===== config.mk =====
export PLATFORM = sky130hd
export DESIGN_NAME = mul_div_unit
export DESIGN_NICKNAME = d
export VERILOG_FILES = /design/src/rtl/mul_div_unit.sv
export SDC_FILE = /design/constraint.sdc
export NUM_CORES = 1
export LEC_CHECK = 0
export CAP_MARGIN = 20
export CORE_ASPECT_RATIO = 1.5
export CORE_UTILIZATION = 55
export CTS_CLUSTER_SIZE = 20
export DETAILED_ROUTE_END_ITERATION = 12
export GPL_TIMING_DRIVEN = 0
export PLACE_DENSITY_LB_ADDON = 0.25
export REMOVE_ABC_BUFFERS = 1
export SLEW_MARGIN = 10
export SYNTH_ARGS = -nofsm -noshare
export SYNTH_HDL_FRONTEND = slang
export SYNTH_SLANG_ARGS = --single-unit
export TNS_END_PERCENT = 20

===== constraint.sdc =====
create_clock -name clk -period 5.2 [get_ports clk]
set_input_delay 0.52 -clock clk [delete_from_list [all_inputs] [get_ports clk]]
set_output_delay 0.52 -clock clk [all_outputs]
set_load 0.01 [all_outputs]

===== src/rtl/mul_div_unit.sv =====
// RV32M multiply/divide unit: one result bit per cycle (shift-add multiply,
// restoring divide) over 32 RUN cycles, then a single DONE cycle that writes back.
module mul_div_unit (
  input  logic        clk,
  input  logic        reset,
  input  logic        start,
  input  logic [2:0]  funct3,
  input  logic [4:0]  rd_in,
  input  logic [31:0] operand_a,
  input  logic [31:0] operand_b,
  output logic        busy,
  output logic        done,
  output logic        write_EN,
  output logic [4:0]  write_address,
  output logic [31:0] write_data
);

  localparam logic [2:0] OP_MUL    = 3'b000;
  localparam logic [2:0] OP_MULH   = 3'b001;
  localparam logic [2:0] OP_MULHSU = 3'b010;
  localparam logic [2:0] OP_MULHU  = 3'b011;
  localparam logic [2:0] OP_DIV    = 3'b100;
  localparam logic [2:0] OP_DIVU   = 3'b101;
  localparam logic [2:0] OP_REM    = 3'b110;

  typedef enum logic [1:0] {IDLE, RUN, DONE} state_t;

  state_t      state_q;
  logic [4:0]  cnt_q;
  logic [2:0]  op_q;
  logic [4:0]  rd_q;
  logic        neg_q;
  logic [31:0] acc_q;
  logic [31:0] lo_q;
  logic [31:0] opb_q;
  logic        busy_q;
  logic        done_q;
  logic        we_q;
  logic [4:0]  waddr_q;
  logic [31:0] wdata_q;

  function automatic logic [31:0] neg32(input logic [31:0] v, input logic en);
    return en ? (~v + 32'd1) : v;
  endfunction

  function automatic logic [63:0] neg64(input logic [63:0] v, input logic en);
    return en ? (~v + 64'd1) : v;
  endfunction

  // Operand conditioning at the start edge: magnitudes plus the result sign
  logic        a_sgn_in;
  logic        b_sgn_in;
  logic        neg_a_in;
  logic        neg_b_in;
  logic        neg_in;
  logic [31:0] abs_a_in;
  logic [31:0] abs_b_in;

  always_comb begin
    a_sgn_in = (funct3 == OP_MULH) || (funct3 == OP_MULHSU) ||
               (funct3 == OP_DIV)  || (funct3 == OP_REM);
    b_sgn_in = (funct3 == OP_MULH) || (funct3 == OP_DIV) || (funct3 == OP_REM);
    neg_a_in = a_sgn_in & operand_a[31];
    neg_b_in = b_sgn_in & operand_b[31];
    abs_a_in = neg32(operand_a, neg_a_in);
    abs_b_in = neg32(operand_b, neg_b_in);
    case (funct3)
      OP_MULH:   neg_in = neg_a_in ^ neg_b_in;
      OP_MULHSU: neg_in = neg_a_in;
      // A zero divisor must leave the all-ones quotient unnegated
      OP_DIV:    neg_in = (neg_a_in ^ neg_b_in) & (operand_b != 32'd0);
      OP_REM:    neg_in = neg_a_in;
      default:   neg_in = 1'b0;
    endcase
  end

  // Iteration step and final result from the step's next values
  logic [32:0] mul_sum;
  logic [32:0] div_rs;
  logic        div_ge;
  logic [31:0] acc_d;
  logic [31:0] lo_d;
  logic [63:0] prod;
  logic [31:0] result_d;

  always_comb begin
    mul_sum = {1'b0, acc_q} + {1'b0, (lo_q[0] ? opb_q : 32'd0)};
    div_rs  = {acc_q, lo_q[31]};
    div_ge  = div_rs[32] | (div_rs[31:0] >= opb_q);
    if (op_q[2]) begin
      acc_d = div_ge ? (div_rs[31:0] - opb_q) : div_rs[31:0];
      lo_d  = {lo_q[30:0], div_ge};
    end else begin
      acc_d = mul_sum[32:1];
      lo_d  = {mul_sum[0], lo_q[31:1]};
    end
    prod     = neg64({acc_d, lo_d}, neg_q);
    result_d = 32'd0;
    case (op_q)
      OP_MUL:                       result_d = prod[31:0];
      OP_MULH, OP_MULHSU, OP_MULHU: result_d = prod[63:32];
      OP_DIV, OP_DIVU:              result_d = neg32(lo_d, neg_q);
      default:                      result_d = neg32(acc_d, neg_q);
    endcase
  end

  always_ff @(posedge clk) begin
    if (!reset) begin
      state_q <= IDLE;
      cnt_q   <= 5'd0;
      op_q    <= 3'd0;
      rd_q    <= 5'd0;
      neg_q   <= 1'b0;
      acc_q   <= 32'd0;
      lo_q    <= 32'd0;
      opb_q   <= 32'd0;
      busy_q  <= 1'b0;
      done_q  <= 1'b0;
      we_q    <= 1'b0;
      waddr_q <= 5'd0;
      wdata_q <= 32'd0;
    end else begin
      case (state_q)
        IDLE: begin
          done_q <= 1'b0;
          we_q   <= 1'b0;
          if (start) begin
            state_q <= RUN;
            busy_q  <= 1'b1;
            cnt_q   <= 5'd0;
            op_q    <= funct3;
            rd_q    <= rd_in;
            neg_q   <= neg_in;
            acc_q   <= 32'd0;
            lo_q    <= abs_a_in;
            opb_q   <= abs_b_in;
          end
        end
        RUN: begin
          acc_q <= acc_d;
          lo_q  <= lo_d;
          cnt_q <= cnt_q + 5'd1;
          if (cnt_q == 5'd31) begin
            state_q <= DONE;
            done_q  <= 1'b1;
            we_q    <= (rd_q != 5'd0);
            waddr_q <= rd_q;
            wdata_q <= result_d;
          end
        end
        DONE: begin
          state_q <= IDLE;
          busy_q  <= 1'b0;
          done_q  <= 1'b0;
          we_q    <= 1'b0;
        end
        default: begin
          state_q <= IDLE;
          busy_q  <= 1'b0;
          done_q  <= 1'b0;
          we_q    <= 1'b0;
        end
      endcase
    end
  end

  assign busy          = busy_q;
  assign done          = done_q;
  assign write_EN      = we_q;
  assign write_address = waddr_q;
  assign write_data    = wdata_q;

endmodule


==> metrics <==
Max-cap violations=0; GR Util met2=63.6%; share of synthesized area occupied by flip-flops and latches=21.1%; worst max-slew margin expressed relative to the limit=21.5%; insertion delay of the later-clocked pin in the worst-skew pair=0.46 ns; buffers added on ports=roughly 110; cell at the root of the clock tree=sky130_fd_sc_hd__clkbuf_16; multiplexer fraction of the synthesized cell area=2.90%; cells along the critical path=inv_1 -> ha_1 -> fa_1 -> nand2b_1 -> a21oi_2 -> o31ai_4 -> a21o_4 -> buf_4 -> a21oi_1 -> a221oi_1 -> or4_4 -> or4_4 -> or3_1 -> a21oi_1 -> o21ai_1; layout cells sized above 1=8.25%; Adder-Cell Fraction of Synth Area=approximately 6.3%; leading area contributor after synthesis=sky130_fd_sc_hd__dfxtp_1; required time reported for the critical path endpoint=5.55 ns; power per unit of standard cell area=~240 nW/um^2; most used routing layer in global routing=met2; Max Transition Viols Final=0; post-synthesis compound-gate area fraction=roughly 33%; Post-Route Setup TNS=0 ns; cell area after placement=15800 um^2; maximum number of pins on one net before global-route repair=73; Hold Path Stages=2; Synth async-reset ratio=0%; basic-gate share of the synthesized area counting and, or, nand and nor cells=23.8%; dominant cells by area after synthesis=sky130_fd_sc_hd__dfxtp_1, sky130_fd_sc_hd__ha_1, sky130_fd_sc_hd__a21oi_1, sky130_fd_sc_hd__o21ai_0, sky130_fd_sc_hd__xnor2_1; clock input transition at the sequential cells of the worst setup and hold paths=0.07 ns; number of H-tree levels=4; die width=134 um; main flop type after synthesis=sky130_fd_sc_hd__dfxtp_1; count of flip-flops with a built-in enable after synthesis=0; final setup violation count=0; post-synth cell types=between 90 and 100; overall die height=200 um; remaining global-route overflow=0; maximum clock frequency=195 MHz; proportion of netlist area held by the largest area contributor=21.1%; starting utilization of the core area=56.1%; final worst slack=0.0766 ns; run status=complete, no violations; class of the worst hold path=reg -> reg; via count of the first global-routing pass=15055; number of nets still failing antenna checks after routing=0; slew at the pin closest to its max-slew limit=between 1 and 1.5 ns; final wirelength=49.4 mm; maximum ir drop on the vdd rail=between 200 and 250 uV; RSZ-0062 raised after global routing=true; Die ar.=26900 um^2; portion of total power attributed to combinational logic=36.3%; final HPWL from detailed placement=36.4 mm; most common cell after layout, fill and taps aside=sky130_fd_sc_hd__nand2_1; detailed-router iteration count before antenna repair=6; number of buffers on the longest clock path=2; time the final worst path needs with I/O delays and setup=5.12 ns; Via Count=15861; final critical-path share of the clock period=98.5%; average wire per cell in the routed design=20.6 um; Arr. time, crit path=approximately 5.5 ns; number of warnings printed during yosys synthesis=0; Layout Area Growth over Synthesis=16.3%; slowest stage cell on the critical path=sky130_fd_sc_hd__or4_4; detailed-route DRC error count=0; initial antenna violation count=0; weighted congestion reported at the end of routability-driven placement=between 0.9 and 1; type of element capturing the critical path=flop; worst-case setup slack after placement=-1.30 ns; commonest non-fill, non-tap cells in the layout=sky130_fd_sc_hd__nand2_1, sky130_fd_sc_hd__nor2_1, sky130_fd_sc_hd__o21ai_0; number of clock buffers inserted by TritonCTS=17; post-synthesis share of cell area spent on xor and xnor gates=7.88%; number of hold violations in the final report=0; Inserted Diodes=0; synthesized netlist cell count=2004; classification of the worst setup path=reg -> reg; TritonCTS clock tree=yes; worst-case reg-to-reg path depth=15; Clock power frac=between 30% and 40%; power share of the sequential group=around a third; sw power=about 1.6 mW; flop and latch count out of synthesis=152; dominant combinational cell family by area after synthesis=compound AO/OA/AOI/OAI gates; DRC violation total after the first TritonRoute iteration=1238; fin util=approximately 65%; number of ports placed on the die boundary=115; placement row count=72; met1 usage in global routing=about 40%; first-pass GRT wire length=78.0 mm; Crit Path Max Fanout=8; Layout Nets=2194; all-layer global routing usage=between 30% and 40%; internal power contribution=2.46 mW; Final Hold Slack=0.460 ns; standby leakage power=6.21 nW; Max stage delay on crit path=0.64 ns; switching part of the total power=39.3%; number of clock sinks seen by CTS=152; startpoint class of the critical path=flop; via count normalized by instance count=6.63; Worst Skew=approximately 0.0085 ns; Mapped Avg Cell Area=a little over 7 um^2; cell area after synthesis=14400 um^2; core area=25800 um^2; Final Cell Area=16800 um^2; met3 Usage GRT=under 10%
-- sequential cells by signal, indices dropped and copies added (netlist names) --
signal         cells
lo_q              32
done               1
cnt_q              5
state_q            2
rd_q               5
write_address      5
write_EN           1
acc_q             32
busy               1
op_q               3
neg_q              1
write_data        32
opb_q             32
-- cells in the mapped netlist, types with 10 or more instances --
master                     number
sky130_fd_sc_hd__a211oi_1      40
sky130_fd_sc_hd__a21o_1        20
sky130_fd_sc_hd__a21oi_1      162
sky130_fd_sc_hd__a221oi_1      28
sky130_fd_sc_hd__a22o_1        18
sky130_fd_sc_hd__a311oi_1      11
sky130_fd_sc_hd__a31oi_1       32
sky130_fd_sc_hd__and2_1        41
sky130_fd_sc_hd__and3_1        10
sky130_fd_sc_hd__buf_1         11
sky130_fd_sc_hd__buf_2         18
sky130_fd_sc_hd__clkbuf_1      93
sky130_fd_sc_hd__dfxtp_1      152
sky130_fd_sc_hd__ha_1          69
sky130_fd_sc_hd__inv_1         69
sky130_fd_sc_hd__mux2i_1       34
sky130_fd_sc_hd__nand2_1      202
sky130_fd_sc_hd__nand2b_1      20
sky130_fd_sc_hd__nand3_1       46
sky130_fd_sc_hd__nand4_1       24
sky130_fd_sc_hd__nor2_1       199
sky130_fd_sc_hd__nor3_1        54
sky130_fd_sc_hd__nor3b_1       12
sky130_fd_sc_hd__nor4_1        14
sky130_fd_sc_hd__o211ai_1      32
sky130_fd_sc_hd__o21a_1        23
sky130_fd_sc_hd__o21ai_0      160
sky130_fd_sc_hd__o21ai_1       10
sky130_fd_sc_hd__o31ai_1       33
sky130_fd_sc_hd__o41ai_1       14
sky130_fd_sc_hd__or2_2         10
sky130_fd_sc_hd__or3_1         26
sky130_fd_sc_hd__or4_1         14
sky130_fd_sc_hd__xnor2_1       87
sky130_fd_sc_hd__xor2_1        43
-- cell type report --
class	count	area [um^2]
Inverter	71	269
Clock inverter	15	158
Tap cell	333	417
Multi-Input combinational cell	1655	10900
Timing Repair Buffer	151	1570
Clock buffer	17	425
Sequential cell	152	3050
Fill cell	2378	8970
-- routing by layer --
layer,wire length (um),vias to the layer above
li1,-,7524
met1,19200,7474
met2,24100,662
met3,2820,201
met4,3210,0
met5,0,-
-- worst max-delay path, delay by kind of cell (launching register included) --
family / cells / cell delay, ns
compound gates: 7 / 1.76
fa+ha+maj: 2 / 0.64
buf+inv: 2 / 0.29
flops: 1 / 0.50
simple gates: 4 / 1.80
-- cells by family after synthesis --
| family | count (synthesis) |
|---|---|
| AO/OA/AOI/OAI | 701 |
| XOR/XNOR | 130 |
| adder cells (fa/ha/maj) | 71 |
| buffers and inverters | 197 |
| flip-flops | 152 |
| multiplexers | 41 |
| AND/OR/NAND/NOR | 712 |
-- timing repair --
item                       CTS  global route
hold endpoints to repair     0             0
pin swaps                    4             2
buffers inserted            10             4
resized for setup           23            32
setup endpoints to repair   27            24
hold buffers                 0             0
-- stage by stage --
stage               total power [mW]  std cells
finish                          4.05       2394
global route                    4.23       2394
CTS                             3.98       2388
detailed placement              2.69       2346
global placement                2.66       2325
floorplan                       2.27       1878
-- final timing paths --
path / start / to / slack (ns)
max reg2reg: lo_q[31]$_SDFFE_PN0P_ / write_data[23]$_SDFFE_PN0P_ / 0.08
min: write_address[1]$_SDFFE_PN0P_ / write_address[1]$_SDFFE_PN0P_ / 0.46
max: lo_q[31]$_SDFFE_PN0P_ / write_data[23]$_SDFFE_PN0P_ / 0.08
min reg2reg: write_address[1]$_SDFFE_PN0P_ / write_address[1]$_SDFFE_PN0P_ / 0.46
-- power by group through the flow --
stage | Combinational, mW | Sequential (mW) | Clock [mW]
2_1_floorplan | 0.958 | 1.31 | 0
3_3_place_gp | 1.31 | 1.35 | 0
3_5_place_dp | 1.35 | 1.33 | 0
4_1_cts | 1.39 | 1.30 | 1.28
5_1_grt | 1.59 | 1.31 | 1.33
6_report | 1.47 | 1.30 | 1.27
(Power assumes the default switching activity.)
